`src/rtl/nfc_mem_cor.sv`:
```
// ECC result consumer: drains parity into the page-buffer spare area, or flips error bits in place.
// Latency: encode 2*PAR_WORDS+1 cycles to cor_done; decode 1 + 4/in-range error + 2/parity error + 1.
// No backpressure: the FIFO and page buffer are assumed always ready; start pulses while busy are dropped.
module nfc_mem_cor #(
   parameter int DAT_WID   = 16,
   parameter int ECC_AWID  = 13,
   parameter int BUF_AWID  = 9,
   parameter int DATA_BITS = 4096,
   parameter int PAR_WORDS = 7,
   parameter int PAR_OFS   = 256
) (
   input  logic                clk,
   input  logic                rst_n,
   input  logic                nfc_dat_dir,
   input  logic                nfc_ecc_opt,
   input  logic                ecc_enc_rdy,
   input  logic                ecc_dec_rdy,
   input  logic [3:0]          ecc_err_num,
   input  logic                ecc_fail,
   input  logic [BUF_AWID-1:0] sec_base,
   output logic                mem_if_rd,
   input  logic [DAT_WID-1:0]  mem_enc_dat,
   input  logic [ECC_AWID-1:0] mem_dec_addr,
   output logic [BUF_AWID-1:0] buf_addr,
   output logic                buf_rd,
   output logic                buf_wr,
   output logic [DAT_WID-1:0]  buf_wdat,
   input  logic [DAT_WID-1:0]  buf_rdat,
   output logic                cor_busy,
   output logic                cor_done,
   output logic                cor_fail,
   output logic [3:0]          cor_cnt
);

   localparam int IW = (PAR_WORDS > 16) ? $clog2(PAR_WORDS) : 4;

   typedef enum logic [2:0] {IDLE, E_RD, E_WR, D_RD, D_CAP, D_BRD, D_MOD, DONE} state_t;

   state_t              state, state_nxt;
   logic [IW-1:0]       idx;
   logic [BUF_AWID-1:0] base_q;
   logic [3:0]          num_q;
   logic                fail_q;
   logic                dec_pend;
   logic [ECC_AWID-1:0] addr_q;

   logic                start_enc, start_dec, start;
   logic                enc_last, dec_last, cap_skip;
   logic [BUF_AWID-1:0] par_addr, word_addr;
   logic [DAT_WID-1:0]  bit_mask;

   assign start_enc = nfc_ecc_opt &&  nfc_dat_dir && ecc_enc_rdy;
   assign start_dec = nfc_ecc_opt && !nfc_dat_dir && ecc_dec_rdy;
   // A decode job spends its first cycle in IDLE with dec_pend set, deciding on the early exits.
   assign start     = (state == IDLE) && !dec_pend && (start_enc || start_dec);

   assign enc_last  = (idx == IW'(PAR_WORDS - 1));
   assign dec_last  = ((idx + IW'(1)) == IW'(num_q));
   assign cap_skip  = (32'(mem_dec_addr) >= DATA_BITS);

   assign par_addr  = base_q + BUF_AWID'(PAR_OFS) + BUF_AWID'(idx);
   assign word_addr = base_q + BUF_AWID'(addr_q >> 4);
   assign bit_mask  = DAT_WID'(1) << addr_q[3:0];

   assign cor_busy  = (state != IDLE) || dec_pend;
   assign cor_done  = (state == DONE);

   always_ff @(posedge clk or negedge rst_n) begin
      if (!rst_n) begin
         state    <= IDLE;
         idx      <= '0;
         base_q   <= '0;
         num_q    <= '0;
         fail_q   <= 1'b0;
         dec_pend <= 1'b0;
         addr_q   <= '0;
         cor_cnt  <= '0;
         cor_fail <= 1'b0;
      end else begin
         state <= state_nxt;
         if (start) begin
            base_q   <= sec_base;
            num_q    <= ecc_err_num;
            fail_q   <= ecc_fail;
            cor_cnt  <= '0;
            cor_fail <= 1'b0;
            idx      <= '0;
            dec_pend <= start_dec;
         end else if (dec_pend) begin
            dec_pend <= 1'b0;
            if (fail_q) cor_fail <= 1'b1;
         end
         case (state)
            E_WR: idx <= idx + IW'(1);
            D_CAP: begin
               addr_q <= mem_dec_addr;
               if (cap_skip) idx <= idx + IW'(1);
            end
            D_MOD: begin
               idx     <= idx + IW'(1);
               cor_cnt <= cor_cnt + 4'd1;
            end
            default: ;
         endcase
      end
   end

   always_comb begin
      state_nxt = state;
      mem_if_rd = 1'b0;
      buf_rd    = 1'b0;
      buf_wr    = 1'b0;
      buf_addr  = '0;
      buf_wdat  = '0;
      case (state)
         IDLE: begin
            if (dec_pend)
               state_nxt = (fail_q || (num_q == 4'd0)) ? DONE : D_RD;
            else if (start && start_enc)
               state_nxt = E_RD;
         end
         E_RD: begin
            mem_if_rd = 1'b1;
            state_nxt = E_WR;
         end
         E_WR: begin
            buf_wr    = 1'b1;
            buf_addr  = par_addr;
            buf_wdat  = mem_enc_dat;
            state_nxt = enc_last ? DONE : E_RD;
         end
         D_RD: begin
            mem_if_rd = 1'b1;
            state_nxt = D_CAP;
         end
         D_CAP: begin
            // Parity-region addresses are not in the page buffer data area; skip them untouched.
            if (cap_skip)
               state_nxt = dec_last ? DONE : D_RD;
            else
               state_nxt = D_BRD;
         end
         D_BRD: begin
            buf_rd    = 1'b1;
            buf_addr  = word_addr;
            state_nxt = D_MOD;
         end
         D_MOD: begin
            buf_wr    = 1'b1;
            buf_addr  = word_addr;
            buf_wdat  = buf_rdat ^ bit_mask;
            state_nxt = dec_last ? DONE : D_RD;
         end
         DONE:    state_nxt = IDLE;
         default: state_nxt = IDLE;
      endcase
   end

endmodule

```
`config.mk`:
```
export PLATFORM = sky130hd
export DESIGN_NAME = nfc_mem_cor
export DESIGN_NICKNAME = d
export VERILOG_FILES = /design/src/rtl/nfc_mem_cor.sv
export SDC_FILE = /design/constraint.sdc
export NUM_CORES = 1
export LEC_CHECK = 0
export ABC_AREA = 1
export ABC_CLOCK_PERIOD_IN_PS = 6400
export BUFFER_PORTS_ARGS = -buffer_cell sky130_fd_sc_hd__clkbuf_2
export CAP_MARGIN = 30
export CELL_PAD_IN_SITES_DETAIL_PLACEMENT = 0
export CELL_PAD_IN_SITES_GLOBAL_PLACEMENT = 1
export CORE_MARGIN = 10
export CORE_UTILIZATION = 38
export DETAILED_ROUTE_END_ITERATION = 8
export GPL_ROUTABILITY_DRIVEN = 0
export GPL_TIMING_DRIVEN = 0
export PLACE_DENSITY = 0.94
export SLEW_MARGIN = 20
export SYNTH_ARGS = -nofsm -noshare
export SYNTH_HDL_FRONTEND = slang
export SYNTH_SLANG_ARGS = --single-unit
```
`constraint.sdc`:
```
create_clock -name clk -period 6.4 [get_ports clk]
set_input_delay 1.6 -clock clk [delete_from_list [all_inputs] [get_ports clk]]
set_output_delay 1.6 -clock clk [all_outputs]
set_load 0.05 [all_outputs]
```
==> impl_metrics.json <==
{
  "status": "completed",
  "grt_start_max_net_pins": 22,
  "initial_core_util_pct": 39.2,
  "combPwrFrac_pct": 67.8,
  "drt_wl_total_microns": 9280,
  "core_area_sq_mm": 0.00773,
  "cts_buffers": 5,
  "fin_skew_ns": 0.0103,
  "postPlaceCellArea_sq_mm": 0.00368,
  "antenna_cells": 0,
  "hpwlAfterDp_microns": 7450,
  "cp_top_family": "adder cells",
  "power_density_mw_per_mm2": 572,
  "yosysWarnings": 0,
  "p_sw_uw": 1270,
  "finalCriticalPeriod_ns": 4.06,
  "synth_edf_count": 0,
  "crit_cells": 11,
  "ys.flop_type": "dfrtp_1",
  "crit_end": "buf_addr[6]",
  "maxSlewHeadroom_pct": 62.3,
  "rows": 32,
  "yosysTopAreaCellShare_pct": 33.0,
  "syn_avg_cell_area_sq_um": 6.82,
  "htreeDepth": 2,
  "setup_viol_count_final": 0,
  "antenna_found_initial": 0,
  "via_per_inst": 5.09,
  "ir_worst_vdd_v": 0.000257,
  "die_x_microns": 109,
  "grt_overflow_total": 0,
  "slew_violations": 0,
  "syn_nets": 527,
  "cp_cell_sequence": "ha_1 -> inv_1 -> fa_1 -> inv_1 -> nand3_1 -> nand2_1 -> nand2_1 -> o21ai_0 -> nand3_1 -> nand2_1 -> clkbuf_2",
  "p_seq_share_pct": 22.4,
  "die-area_sq_mm": 0.0120,
  "ant_nets": 0,
  "critPathMaxFanout": 6,
  "drive_gt1_share_pct": 25.3,
  "worst_ep_arrival_time_ns": 2.46,
  "clock_latency_ns": 0.30,
  "hp-class": "flip-flop to flip-flop",
  "p_clk_share_pct": 9.7,
  "hold_buffers": 0,
  "worst_setup_path_start_kind": "flip-flop",
  "ios": 100,
  "grt_pass1_wl_microns": 14600,
  "fmax_mhz": 246,
  "maxCapViolCount": 0,
  "ys_types": 35,
  "cts_resized": 0,
  "num_vias": 3333,
  "synth_commonest_cells": "nand2_1, nand3_1, inv_1",
  "p_leak_uw": 0.00209,
  "grtUsageTotal_pct": 14.9,
  "end_kind": "primary output",
  "tns_ns": 0,
  "cts.sinks": 40,
  "yosysMostFrequentCell": "nand2_1",
  "async_flop_share_pct": 100,
  "hold_violations": 0,
  "die_y_microns": 109,
  "synth.area.top_cells": "dfrtp_1, nand2_1, nand3_1",
  "synth_area_sq_mm": 0.00303,
  "dr.pass1.iters": 5,
  "worstPathRequired_ns": 4.80,
  "grt_setup_unrepaired": "no",
  "design_area_sq_mm": 0.00379,
  "final_net_count": 634,
  "synth-seq-cells": 40,
  "slowest_stage": "dfrtp_1",
  "ff2ff_path_depth": 7,
  "reg2reg_slack_ns": 4.77,
  "cts_buffer_depth": 2,
  "path_clk_slew_ns": 0.08,
  "synthToLayoutAreaGrowth_pct": 25.1,
  "wl_per_cell_microns": 14.2,
  "cts_setup_buffers": 0,
  "r2r_start": "state[2]$_DFFE_PN0P_",
  "seq_area_frac_synth_pct": 33.0,
  "drtIter0Drc": 181,
  "r2r_end": "fail_q$_DFFE_PN0P_",
  "path_common_cell": "nand2_1",
  "layout_worst_path_cycle_share_pct": 63.4,
  "root_buffer": "clkbuf_8",
  "synthCells": 445,
  "port_buffers": 99,
  "tightest_slew_ns": 0.566,
  "drc": 0,
  "synth_top_cell_by_area": "dfrtp_1",
  "p_int_uw": 903,
  "path_buf_inv": 3,
  "cts_tree": "yes",
  "crit_path_start": "idx[0]$_DFF_PN0_",
  "grt_pass1_vias": 3080,
  "crit_type": "flip-flop to primary output",
  "swShare_pct": 58.4,
  "max_stage_delay_ns": 0.45
}
-- cells in the final DEF (no fill, tap or decap), types with 6 or more instances in the layout --
master	n
inv_1	43
a31oi_1	6
a31o_2	6
o21ai_1	6
dfrtp_1	40
inv_2	7
nand2_1	152
nand3_1	49
clkbuf_2	99
ha_1	15
o21ai_0	27
nand4_1	21
a21oi_1	15
nor2_1	15
-- stage by stage --
step | power (uW) | worst slack, ns | hold slack, ns | instances | utilization (%)
after floorplan | 1600 | 1.98 | 0.446 | 445 | -
after global placement | 1930 | 2.49 | 0.460 | 646 | 47.3
after detailed placement | 1960 | 2.49 | 0.468 | 647 | 47.7
after CTS | 2180 | 2.36 | 0.480 | 655 | 49.1
after global routing | 2360 | 2.14 | 0.510 | 655 | 49.1
final | 2170 | 2.34 | 0.481 | 655 | 49.1
-- cell type report --
type,count,area (sq um)
clock buffer,5,68.8
inverter,51,191
fill,770,3930
tap,102,128
sequential,40,1000
timing repair buffer,100,523
clock inverter,3,42.5
buffer,12,58.8
multi-input combinational,342,1780
-- logic make-up (layout without fill, tap and decap cells) --
group / count (synthesis) / count (layout) / synth area share (%)
AO/OA/AOI/OAI: 67 / 67 / 12.6
XOR/XNOR: 3 / 3 / 0.866
adder cells (fa/ha/maj): 17 / 17 / 7.51
buffers and inverters: 63 / 171 / 8.25
flip-flops: 40 / 40 / 33.0
AND/OR/NAND/NOR: 255 / 255 / 37.7
-- metal layers --
| layer | track usage, % | wire length [microns] | vias up |
|---|---|---|---|
| li1 | - | - | 1695 |
| met1 | 18.5 | 4130 | 1502 |
| met2 | 24.6 | 4110 | 122 |
| met3 | 4.45 | 897 | 14 |
| met4 | 4.00 | 143 | 0 |
| met5 | 0 | 0 | - |
-- state kept, by name, summed over array words and instances (netlist names) --
name      cells
cor_cnt       4
fail_q        1
addr_q       13
dec_pend      1
base_q        9
cor_fail      1
state         3
idx           4
num_q         4
-- power groups by stage --
| stage | Clock [uW] | Sequential, uW | Combinational (uW) |
|---|---|---|---|
| floorplan | 0 | 504 | 1100 |
| global placement | 0 | 488 | 1440 |
| detailed placement | 0 | 492 | 1470 |
| CTS | 214 | 487 | 1480 |
| global route | 226 | 505 | 1630 |
| finish | 211 | 487 | 1470 |
-- worst min path at each step --
stage | start | to | slack [ns] | depth (start not counted)
CTS | cor_cnt[3]$_DFFE_PN0P_ | cor_cnt[3]$_DFFE_PN0P_ | 0.48 | 1
global placement | cor_cnt[3]$_DFFE_PN0P_ | cor_cnt[3]$_DFFE_PN0P_ | 0.46 | 1
finish | addr_q[9]$_DFFE_PN0P_ | addr_q[9]$_DFFE_PN0P_ | 0.48 | 2
detailed placement | cor_cnt[3]$_DFFE_PN0P_ | cor_cnt[3]$_DFFE_PN0P_ | 0.47 | 1
floorplan | addr_q[10]$_DFFE_PN0P_ | addr_q[10]$_DFFE_PN0P_ | 0.45 | 2
global route | addr_q[6]$_DFFE_PN0P_ | addr_q[6]$_DFFE_PN0P_ | 0.51 | 2
-- tightest hold or removal path: cells and delay by family, from the launching register on --
| family | cells | cell delay (ns) |
|---|---|---|
| flops | 1 | 0.35 |
| simple gates | 2 | 0.09 |
Note: power is estimated with default switching activity, not from simulation.
